File: src/rtl/adder_8bit_accum_pkg.sv
// Shared definitions for the adder_8bit_accum block.
//   ADDER_W / OPND_W : upstream adder width and the {cout,sum} operand width
//   DEF_*            : default block parameters
//   phase_e          : partial-block phase, decoded from the sample count
package adder_8bit_accum_pkg;

  localparam int unsigned ADDER_W       = 8;
  localparam int unsigned OPND_W        = ADDER_W + 1;
  localparam int unsigned DEF_ACC_W     = 12;
  localparam int unsigned DEF_N_SAMPLES = 4;

  typedef enum logic [1:0] {
    PH_IDLE  = 2'd0,
    PH_ACCUM = 2'd1,
    PH_LAST  = 2'd2
  } phase_e;

  // Phase is a pure function of the count; there is no separate state register.
  function automatic phase_e phase_of(input int unsigned cnt, input int unsigned n);
    if (cnt == 0)          return PH_IDLE;
    else if (cnt == n - 1) return PH_LAST;
    else                   return PH_ACCUM;
  endfunction

endpackage

File: src/rtl/adder_8bit_accum_if.sv
// Handshake bundle between the ripple adder side and the result consumer.
//   clear                      : drop the partial block
//   in_valid/in_ready          : input handshake, in_sum/in_cout payload
//   out_valid/out_ready        : output handshake, out_acc/out_ovf payload
// master = producer/consumer environment, slave = accumulator block.
interface adder_8bit_accum_if
  import adder_8bit_accum_pkg::*;
#(
  parameter int unsigned ACC_W = DEF_ACC_W
);
  logic               clear;
  logic               in_valid;
  logic               in_ready;
  logic [ADDER_W-1:0] in_sum;
  logic               in_cout;
  logic               out_valid;
  logic               out_ready;
  logic [ACC_W-1:0]   out_acc;
  logic               out_ovf;

  modport master (
    output clear, in_valid, in_sum, in_cout, out_ready,
    input  in_ready, out_valid, out_acc, out_ovf
  );

  modport slave (
    input  clear, in_valid, in_sum, in_cout, out_ready,
    output in_ready, out_valid, out_acc, out_ovf
  );
endinterface

File: src/rtl/adder_8bit_accum_result_reg.sv
// Output holding register for completed block totals.
//   clk, rst   : clock, synchronous active-high reset
//   i_load     : a block completes this cycle; capture i_acc/i_ovf
//   i_acc/i_ovf: completed total and its overflow flag
//   i_ready    : consumer takes the held result this cycle
//   o_valid/o_acc/o_ovf : held result
//   o_stall    : result held and not being taken (blocks a completing input)
module acc_result_reg #(
  parameter int unsigned ACC_W = 12
) (
  input  logic             clk,
  input  logic             rst,
  input  logic             i_load,
  input  logic [ACC_W-1:0] i_acc,
  input  logic             i_ovf,
  input  logic             i_ready,
  output logic             o_valid,
  output logic [ACC_W-1:0] o_acc,
  output logic             o_ovf,
  output logic             o_stall
);

  logic             r_valid;
  logic [ACC_W-1:0] r_acc;
  logic             r_ovf;

  // A load wins over an output fire in the same cycle so back-to-back
  // results keep out_valid high.
  always_ff @(posedge clk) begin
    if (rst) begin
      r_valid <= 1'b0;
      r_acc   <= '0;
      r_ovf   <= 1'b0;
    end else if (i_load) begin
      r_valid <= 1'b1;
      r_acc   <= i_acc;
      r_ovf   <= i_ovf;
    end else if (r_valid && i_ready) begin
      r_valid <= 1'b0;
    end
  end

  assign o_valid = r_valid;
  assign o_acc   = r_acc;
  assign o_ovf   = r_ovf;
  assign o_stall = r_valid & ~i_ready;

endmodule

File: src/rtl/adder_8bit_accum.sv
// Accumulates N_SAMPLES 9-bit {cout,sum} adder results into an ACC_W-bit
// block total, presented through a valid/ready output register.
//   clk  : clock, all state on rising edge
//   rst  : synchronous active-high reset
//   bus  : slave side of adder_8bit_accum_if (clear, input and output handshakes)
module adder_8bit_accum
  import adder_8bit_accum_pkg::*;
#(
  parameter int unsigned N_SAMPLES = DEF_N_SAMPLES,
  parameter int unsigned ACC_W     = DEF_ACC_W
) (
  input  logic               clk,
  input  logic               rst,
  adder_8bit_accum_if.slave  bus
);

  localparam int unsigned CNT_W = $clog2(N_SAMPLES);

  if (ACC_W < OPND_W) begin : g_acc_w_check
    $error("adder_8bit_accum: ACC_W must be at least OPND_W");
  end
  if (N_SAMPLES < 2) begin : g_n_check
    $error("adder_8bit_accum: N_SAMPLES must be at least 2");
  end

  logic [CNT_W-1:0] r_cnt;
  logic [ACC_W-1:0] r_acc;
  logic             r_ovf_run;

  phase_e           w_phase;
  logic             w_stall;
  logic             w_in_ready;
  logic             w_take;
  logic             w_done;
  logic [ACC_W-1:0] w_opnd;
  logic [ACC_W:0]   w_sum;
  logic             w_carry;
  logic             w_out_valid;
  logic [ACC_W-1:0] w_out_acc;
  logic             w_out_ovf;

  // The operand is forced to zero unless the input is actually taken, so
  // unknown in_sum/in_cout values never reach the adder or the carry flag.
  always_comb begin
    w_phase    = phase_of(32'(r_cnt), N_SAMPLES);
    w_in_ready = ~((w_phase == PH_LAST) & w_stall);
    w_take     = bus.in_valid & w_in_ready & ~bus.clear;
    w_done     = w_take & (w_phase == PH_LAST);
    w_opnd     = '0;
    if (w_take) begin
      w_opnd = ACC_W'({bus.in_cout, bus.in_sum});
    end
    w_sum   = {1'b0, r_acc} + {1'b0, w_opnd};
    w_carry = w_sum[ACC_W];
  end

  always_ff @(posedge clk) begin
    if (rst || bus.clear) begin
      r_cnt     <= '0;
      r_acc     <= '0;
      r_ovf_run <= 1'b0;
    end else if (w_take) begin
      if (w_done) begin
        r_cnt     <= '0;
        r_acc     <= '0;
        r_ovf_run <= 1'b0;
      end else begin
        r_cnt     <= r_cnt + 1'b1;
        r_acc     <= w_sum[ACC_W-1:0];
        r_ovf_run <= r_ovf_run | w_carry;
      end
    end
  end

  acc_result_reg #(
    .ACC_W (ACC_W)
  ) u_result (
    .clk     (clk),
    .rst     (rst),
    .i_load  (w_done),
    .i_acc   (w_sum[ACC_W-1:0]),
    .i_ovf   (r_ovf_run | w_carry),
    .i_ready (bus.out_ready),
    .o_valid (w_out_valid),
    .o_acc   (w_out_acc),
    .o_ovf   (w_out_ovf),
    .o_stall (w_stall)
  );

  assign bus.in_ready  = w_in_ready;
  assign bus.out_valid = w_out_valid;
  assign bus.out_acc   = w_out_acc;
  assign bus.out_ovf   = w_out_ovf;

endmodule

File: src/flat_wrapper.sv
// flat-port wrapper written by rule: the top's interface ports become plain ports
module adder_8bit_accum_flat import adder_8bit_accum_pkg::*;
#(
  parameter int unsigned N_SAMPLES = DEF_N_SAMPLES,
  parameter int unsigned ACC_W     = DEF_ACC_W
)
  (clk, rst, bus_clear, bus_in_valid, bus_in_sum, bus_in_cout, bus_out_ready, bus_in_ready, bus_out_valid, bus_out_acc, bus_out_ovf);
  adder_8bit_accum_if #(.ACC_W(ACC_W)) bus_i ();
  input  logic clk;
  input  logic rst;
  input wire logic [$bits(bus_i.clear)-1:0] bus_clear;
  input wire logic [$bits(bus_i.in_valid)-1:0] bus_in_valid;
  input wire logic [$bits(bus_i.in_sum)-1:0] bus_in_sum;
  input wire logic [$bits(bus_i.in_cout)-1:0] bus_in_cout;
  input wire logic [$bits(bus_i.out_ready)-1:0] bus_out_ready;
  output wire logic [$bits(bus_i.in_ready)-1:0] bus_in_ready;
  output wire logic [$bits(bus_i.out_valid)-1:0] bus_out_valid;
  output wire logic [$bits(bus_i.out_acc)-1:0] bus_out_acc;
  output wire logic [$bits(bus_i.out_ovf)-1:0] bus_out_ovf;
  assign bus_i.clear = bus_clear;
  assign bus_i.in_valid = bus_in_valid;
  assign bus_i.in_sum = bus_in_sum;
  assign bus_i.in_cout = bus_in_cout;
  assign bus_i.out_ready = bus_out_ready;
  assign bus_in_ready = bus_i.in_ready;
  assign bus_out_valid = bus_i.out_valid;
  assign bus_out_acc = bus_i.out_acc;
  assign bus_out_ovf = bus_i.out_ovf;
  adder_8bit_accum #(.N_SAMPLES(N_SAMPLES), .ACC_W(ACC_W)) u_core (.clk(clk), .rst(rst), .bus(bus_i));
endmodule
File: config.mk
export PLATFORM = sky130hd
export DESIGN_NAME = adder_8bit_accum_flat
export DESIGN_NICKNAME = d
export VERILOG_FILES = /design/src/rtl/adder_8bit_accum_pkg.sv /design/src/rtl/adder_8bit_accum_if.sv /design/src/rtl/adder_8bit_accum_result_reg.sv /design/src/rtl/adder_8bit_accum.sv /design/src/flat_wrapper.sv
export SDC_FILE = /design/constraint.sdc
export NUM_CORES = 1
export LEC_CHECK = 0
export ABC_AREA = 0
export CAP_MARGIN = 10
export CORE_MARGIN = 5
export CORE_UTILIZATION = 55
export CTS_CLUSTER_DIAMETER = 150
export CTS_CLUSTER_SIZE = 8
export DETAILED_ROUTE_END_ITERATION = 8
export PLACE_DENSITY = 0.83
export SYNTH_ARGS = -nofsm -noshare
export SYNTH_HDL_FRONTEND = slang
export SYNTH_SLANG_ARGS = --single-unit
File: constraint.sdc
create_clock -name clk -period 5.8 [get_ports clk]
set_input_delay 0.58 -clock clk [delete_from_list [all_inputs] [get_ports clk]]
set_output_delay 0.58 -clock clk [all_outputs]
set_load 0.02 [all_outputs]
# Word-level counts from Yosys, hierarchy flattened
# Cells that the tools add are included.
dict set report word_totals {
  regBits 29
}
dict set report classes {
  mux 8
  n_eq_ne 2
  n_addsub 2
  reduce_logical 4
  n_bitwise 9
}
# op count
set op_table {}
lappend op_table {{$add A12 B9 Y13} 1}
lappend op_table {{$mux W12} 1}
lappend op_table {{$mux W9} 1}
lappend op_table {{$mux W2} 3}
lappend op_table {{$and A1 B1 Y1} 5}
lappend op_table {{$eq A2 B2 Y1 const B} 2}
lappend op_table {{$mux W1} 3}
lappend op_table {{$not A1 Y1} 3}
lappend op_table {{$add A2 B1 Y2 const B} 1}
lappend op_table {{$logic_not A2 Y1} 1}
lappend op_table {{$reduce_bool A2 Y1} 1}
lappend op_table {{$logic_and A1 B1 Y1} 1}
lappend op_table {{$logic_or A1 B1 Y1} 1}
lappend op_table {{$or A1 B1 Y1} 1}

# Logic depth before layout (Yosys ltp)
dict set report logic_depth {
  word_depth 12
  mapped_depth 11
  depth_no_buf 10
}

# By module
# From an unflattened synthesis, not the netlist that was laid out.
dict set report hier_totals {
  cells_unflattened 187
  hier_area_um2 1669.1
}
# module cells_per_inst n_inst area_each_um2
set by_module_without_submodules {}
lappend by_module_without_submodules {adder_8bit_accum 142 1 1157.4}
lappend by_module_without_submodules {acc_result_reg 45 1 511.7}

# Worst setup path after synthesis
# Ideal clock, no wire load.
dict set report synth_path {
  path_type {input to register}
  startpoint {in bus_out_ready}
  endpoint {reg u_core.r_ovf_run}
  setup_slack_ns 2.941
  n_path_buf 1
  required_ns 5.684
  t_arrival_ns 2.743
  setup_ns 0.116
  cell_stages 9
  path_cell_list {nand3b_1 -> clkbuf_1 -> and3_1 -> fa_1 -> a21o_1 -> a221oi_2 -> o21a_1 -> nor3_1 -> o211a_1}
}
dict set report synth_between {
  elab_chain_len 10
  elab_cells_between_ends 11
}
# element line
set synth_lines {}
lappend synth_lines {{from (decl)} flat_wrapper.sv:15} ;# input wire logic [$bits(bus_i.out_ready)-1:0] bus_out_ready;
lappend synth_lines {{$not A1 Y1 (*)} adder_8bit_accum_result_reg.sv:46} ;# assign o_stall = r_valid & ~i_ready;
lappend synth_lines {{$and A1 B1 Y1 (*)} adder_8bit_accum_result_reg.sv:46}
lappend synth_lines {{$and A1 B1 Y1 (*)} adder_8bit_accum.sv:46} ;# w_in_ready = ~((w_phase == PH_LAST) & w_stall);
lappend synth_lines {{$not A1 Y1 (*)} adder_8bit_accum.sv:46}
lappend synth_lines {{named net bus_in_ready} flat_wrapper.sv:16} ;# output wire logic [$bits(bus_i.in_ready)-1:0] bus_in_ready;
lappend synth_lines {{$and A1 B1 Y1 (*) (2 in series)} adder_8bit_accum.sv:47} ;# w_take = bus.in_valid & w_in_ready & ~bus.clear;
lappend synth_lines {{$mux W9} adder_8bit_accum.sv:50} ;# if (w_take) begin
lappend synth_lines {{$add A12 B9 Y13} adder_8bit_accum.sv:53} ;# w_sum = {1'b0, r_acc} + {1'b0, w_opnd};
lappend synth_lines {{$or A1 B1 Y1} adder_8bit_accum.sv:70} ;# r_ovf_run <= r_ovf_run | w_carry;
lappend synth_lines {{$mux W1} adder_8bit_accum.sv:63} ;# if (w_done) begin
lappend synth_lines {{to (signal assigned)} adder_8bit_accum.sv:70}
lappend synth_lines {{to (decl)} adder_8bit_accum.sv:28} ;# logic r_ovf_run;
# The timed path passes the listed nets; every way through them passes the cells marked *.
# A chain may end at the register's enable or synchronous reset.

# Worst setup path after layout
dict set report layout_path {
  startpoint {reg u_core.r_cnt[0]}
  endpoint {reg u_core.r_ovf_run}
}
dict set report layout_between {
  elab_chain_len 12
  elab_cells_between_ends 14
}
# element line
set layout_lines {}
lappend layout_lines {{from (decl)} adder_8bit_accum.sv:26} ;# logic [CNT_W-1:0] r_cnt;
lappend layout_lines {{from (signal assigned)} adder_8bit_accum.sv:68} ;# r_cnt <= r_cnt + 1'b1;
lappend layout_lines {{$eq A2 B2 Y1} adder_8bit_accum_pkg.sv:21} ;# else if (cnt == n - 1) return PH_LAST;
lappend layout_lines {{$mux W2} adder_8bit_accum_pkg.sv:21}
lappend layout_lines {{$mux W2 (*)} adder_8bit_accum_pkg.sv:20} ;# if (cnt == 0) return PH_IDLE;
lappend layout_lines {{$eq A2 B2 Y1 (*)} {adder_8bit_accum.sv:46, adder_8bit_accum.sv:48}}
lappend layout_lines {{$and A1 B1 Y1} adder_8bit_accum.sv:46}
lappend layout_lines {{$not A1 Y1} adder_8bit_accum.sv:46}
lappend layout_lines {{$and A1 B1 Y1 (2 in series)} adder_8bit_accum.sv:47}
lappend layout_lines {{$mux W9} adder_8bit_accum.sv:50}
lappend layout_lines {{$add A12 B9 Y13} adder_8bit_accum.sv:53}
lappend layout_lines {{$or A1 B1 Y1} adder_8bit_accum.sv:70}
lappend layout_lines {{$mux W1} adder_8bit_accum.sv:63}
# Every way passes the cells marked *; elsewhere a longest branch is shown, timed or not.

==> summary.md <==
| Metric | Value |
|---|---|
| Status | finished, final reports clean |
| Total power | 0.360 mW |
| Core area | 2980 sq um |
| Final GP Congestion | 0.879 |
| Maxcap violations | 0 |
| Post-Syn Area | 1670 sq um |
| Final HPWL DP | 3040 microns |
| Final setup vio count | 0 |
| Initial core utilization | 0.560 |
| Total Routing Usage GR | 0.221 |
| CTS sink cnt | 29 |
| Share of cells above drive strength 1 | 0.0529 |
| FFs w/ async S/R, synth | 0 |
| Final Non-Filler Cells | 260 |
| Avg Cell Area, Syn | 8.22 sq um |
| Hold Slack | 0.458 ns |
| Slew Viols, Final | 0 |
| Critical path depth in cells | 10 |
| Initial antenna violation count | 0 |
| Critical Path Most Common Cell | ha_1 |
| Post-synth top area share | 0.348 |
| Yosys Warn Count | 0 |
| Crit path buffers/inverters | 0 |
| Congestion Overflow GR | 0 |
| Max Root-Sink Buffers | 2 |
| Synth cell types | 45 |
| CTS tree | done |
| R2r worst-path depth | 10 |
| P&R area growth vs syn | 19.4% |
| Post-Place Cells | 252 |
| CP Capture Type | register |
| DP Worst Slack | 2.06 ns |
| Gate Count Post-Synth | 203 |
| HP Class | register to register |
| Dominant cell type by area after synthesis | dfxtp_1 |
| Routed length per instance | 16.7 microns |
| Number of enable flip-flop cells after synthesis | 0 |
| Max transition margin | 0.429 |
| Post-CTS Setup Inserts | 0 |
| Fmax | 279 MHz |
| Pwr/cell area | 181 nW/um^2 |
| Yosys reg bits | 29 |
| Clock Latency Late Sink | 0.35 ns |
| Fin worst setup slack | 2.22 ns |
| Crit start category | register |
| Resize count post-CTS | 0 |
| CP Cell Sequence | ha_1 > nand3b_1 > and3_1 > ha_1 > fa_1 > a21o_1 > a221oi_2 > o21a_1 > nor3_1 > o211a_1 |
| R2R setup slack | 2.22 ns |
| Antenna diodes | 0 |
| Clk_skew | 0.00863 ns |
| Row cnt | 20 |
| Layout Utilization | 0.668 |
| Crit path capture | u_core.r_ovf_run |
| Worst setup startpoint | u_core.r_cnt[0] |
| Num ports | 29 |
| Detail Route Antenna Nets | 0 |
| Die height | 65.1 microns |
| R2R Path End | u_core.r_ovf_run |
| Die area | 4230 sq um |
| CP max FO | 13 |
| Max IR drop VDD | 0.110 mV |
| Fin area | 1990 sq um |
| Via density | 6.36 |
| Largest net degree at the start of global routing | 25 |
| Actual slew at the worst max-slew pin | 0.856 ns |
| Leak | 0.771 nW |
| H-tree depth | 2 |
| Top_reg_cell synth | dfxtp_1 |
| Post-route DRC | 0 |
| Syn nets | 228 |
| Worst EP arrival | 3.83 ns |
| First-pass GRT wire length | 7160 microns |
| Crit-path leading delay family | compound AO/OA/AOI/OAI gates |
| Die Wd | 65.1 microns |
| Final nets | 251 |
| Vias in the first global route | 1612 |
| Iter 0 DRT Violations | 119 |
| # hold bufs at CTS | 0 |
| Synth area leaders | dfxtp_1, ha_1, a21oi_1 |
| Router iterations before antenna repair | 5 |
| Critical-path top delay cell | a221oi_2 |
| Peak per-stage delay on the critical path | 0.48 ns |
| Period utilization | 0.617 |
| Min Tclk post-route | 3.58 ns |
| Sequential area share after synthesis | 0.348 |
| Leading cell types by count after synthesis | dfxtp_1, nand2_1, a21oi_1, nor2_1, and3_1 |
| Final hold viol count | 0 |
| Area post-placement | 1940 sq um |
| Routed WL | 4340 microns |
| IO buf count | 28 |
| Worst r2r src | u_core.r_cnt[0] |
| Count leader, synth | dfxtp_1 |
| CTS Buf Count | 5 |
| Setup TNS | 0 ns |
| Filler cells | 247 |
| WS Path Type | register to register |
| RSZ-0062 raised after global routing | false |
| Req. time, crit path | 6.05 ns |
| DR vias | 1654 |
| Clock transition at path regs | 0.10 ns |
| CTS root buf | clkbuf_4 |
==> cell type report <==
| type | count | area, sq um | share of cell area |
|---|---|---|---|
| Clock buffer | 6 | 41.3 | 0.0207 |
| Tap cell | 33 | 41.3 | 0.0207 |
| Timing Repair Buffer | 28 | 280 | 0.141 |
| Clock inverter | 2 | 10.0 | 0.00503 |
| Inverter | 2 | 7.51 | 0.00377 |
| Multi-Input combinational cell | 160 | 1030 | 0.517 |
| Sequential cell | 29 | 581 | 0.292 |
==> cell usage in the layout (no fill, tap or decap), types with 4 or more instances in the layout <==
cell / n
a22oi_1: 5
ha_1: 10
nand4b_1: 4
a21o_1: 4
nor2_1: 16
xnor2_1: 4
nor3_1: 4
nand2_1: 24
clkdlybuf4s50_1: 28
clkbuf_4: 5
nand3b_1: 6
and3_1: 11
a31oi_1: 4
dfxtp_1: 29
nand3_1: 10
or4_1: 7
a21oi_1: 19
==> report_power, final <==
part / total (mW) / internal (mW) / switching [mW]
logic: 0.0371 / 0.0167 / 0.0204
clock network: 0.122 / 0.0460 / 0.0764
registers: 0.201 / 0.200 / 0.000759
total: 0.360 / 0.263 / 0.0975
==> cells by family after synthesis <==
kind of cell / after synthesis / share of synthesized area
compound gates: 50 / 0.199
xor+xnor: 5 / 0.0263
fa+ha+maj: 11 / 0.0870
buf+inv: 14 / 0.0345
flops: 29 / 0.348
mux: 1 / 0.00600
simple gates: 93 / 0.299
==> sequential cells by signal, indices dropped and copies added (netlist names) <==
| signal | count |
|---|---|
| u_core.u_result.o_acc | 12 |
| u_core.u_result.o_ovf | 1 |
| u_core.r_ovf_run | 1 |
| u_core.r_acc | 12 |
| u_core.u_result.o_valid | 1 |
| u_core.r_cnt | 2 |
==> worst min-delay path, cell delays in order, from the launching register on <==
cell and delay (ns):
dfxtp_1 0.32, nand2_1 0.05, a21oi_1 0.05
==> layer usage <==
layer | vias up | track usage | routed length [microns]
met3 | 18 | 0.0711 | 302
met1 | 765 | 0.247 | 1800
met2 | 72 | 0.367 | 2060
met4 | 0 | 0.130 | 170
met5 | - | 0 | 0
li1 | 799 | - | -
==> worst min path at each step <==
stage / from / end / slack [ns] / cells past startpoint
global placement: u_core.u_result.o_acc[6] / u_core.u_result.o_acc[6] / 0.44 / 2
global route: u_core.u_result.o_acc[0] / u_core.u_result.o_acc[0] / 0.50 / 2
finish: u_core.u_result.o_acc[4] / u_core.u_result.o_acc[4] / 0.46 / 2
floorplan: u_core.r_cnt[1] / u_core.r_cnt[1] / 0.44 / 2
detailed placement: u_core.u_result.o_acc[4] / u_core.u_result.o_acc[4] / 0.45 / 2
CTS: u_core.u_result.o_acc[4] / u_core.u_result.o_acc[4] / 0.46 / 2
Power figures use the tool's default switching activity.
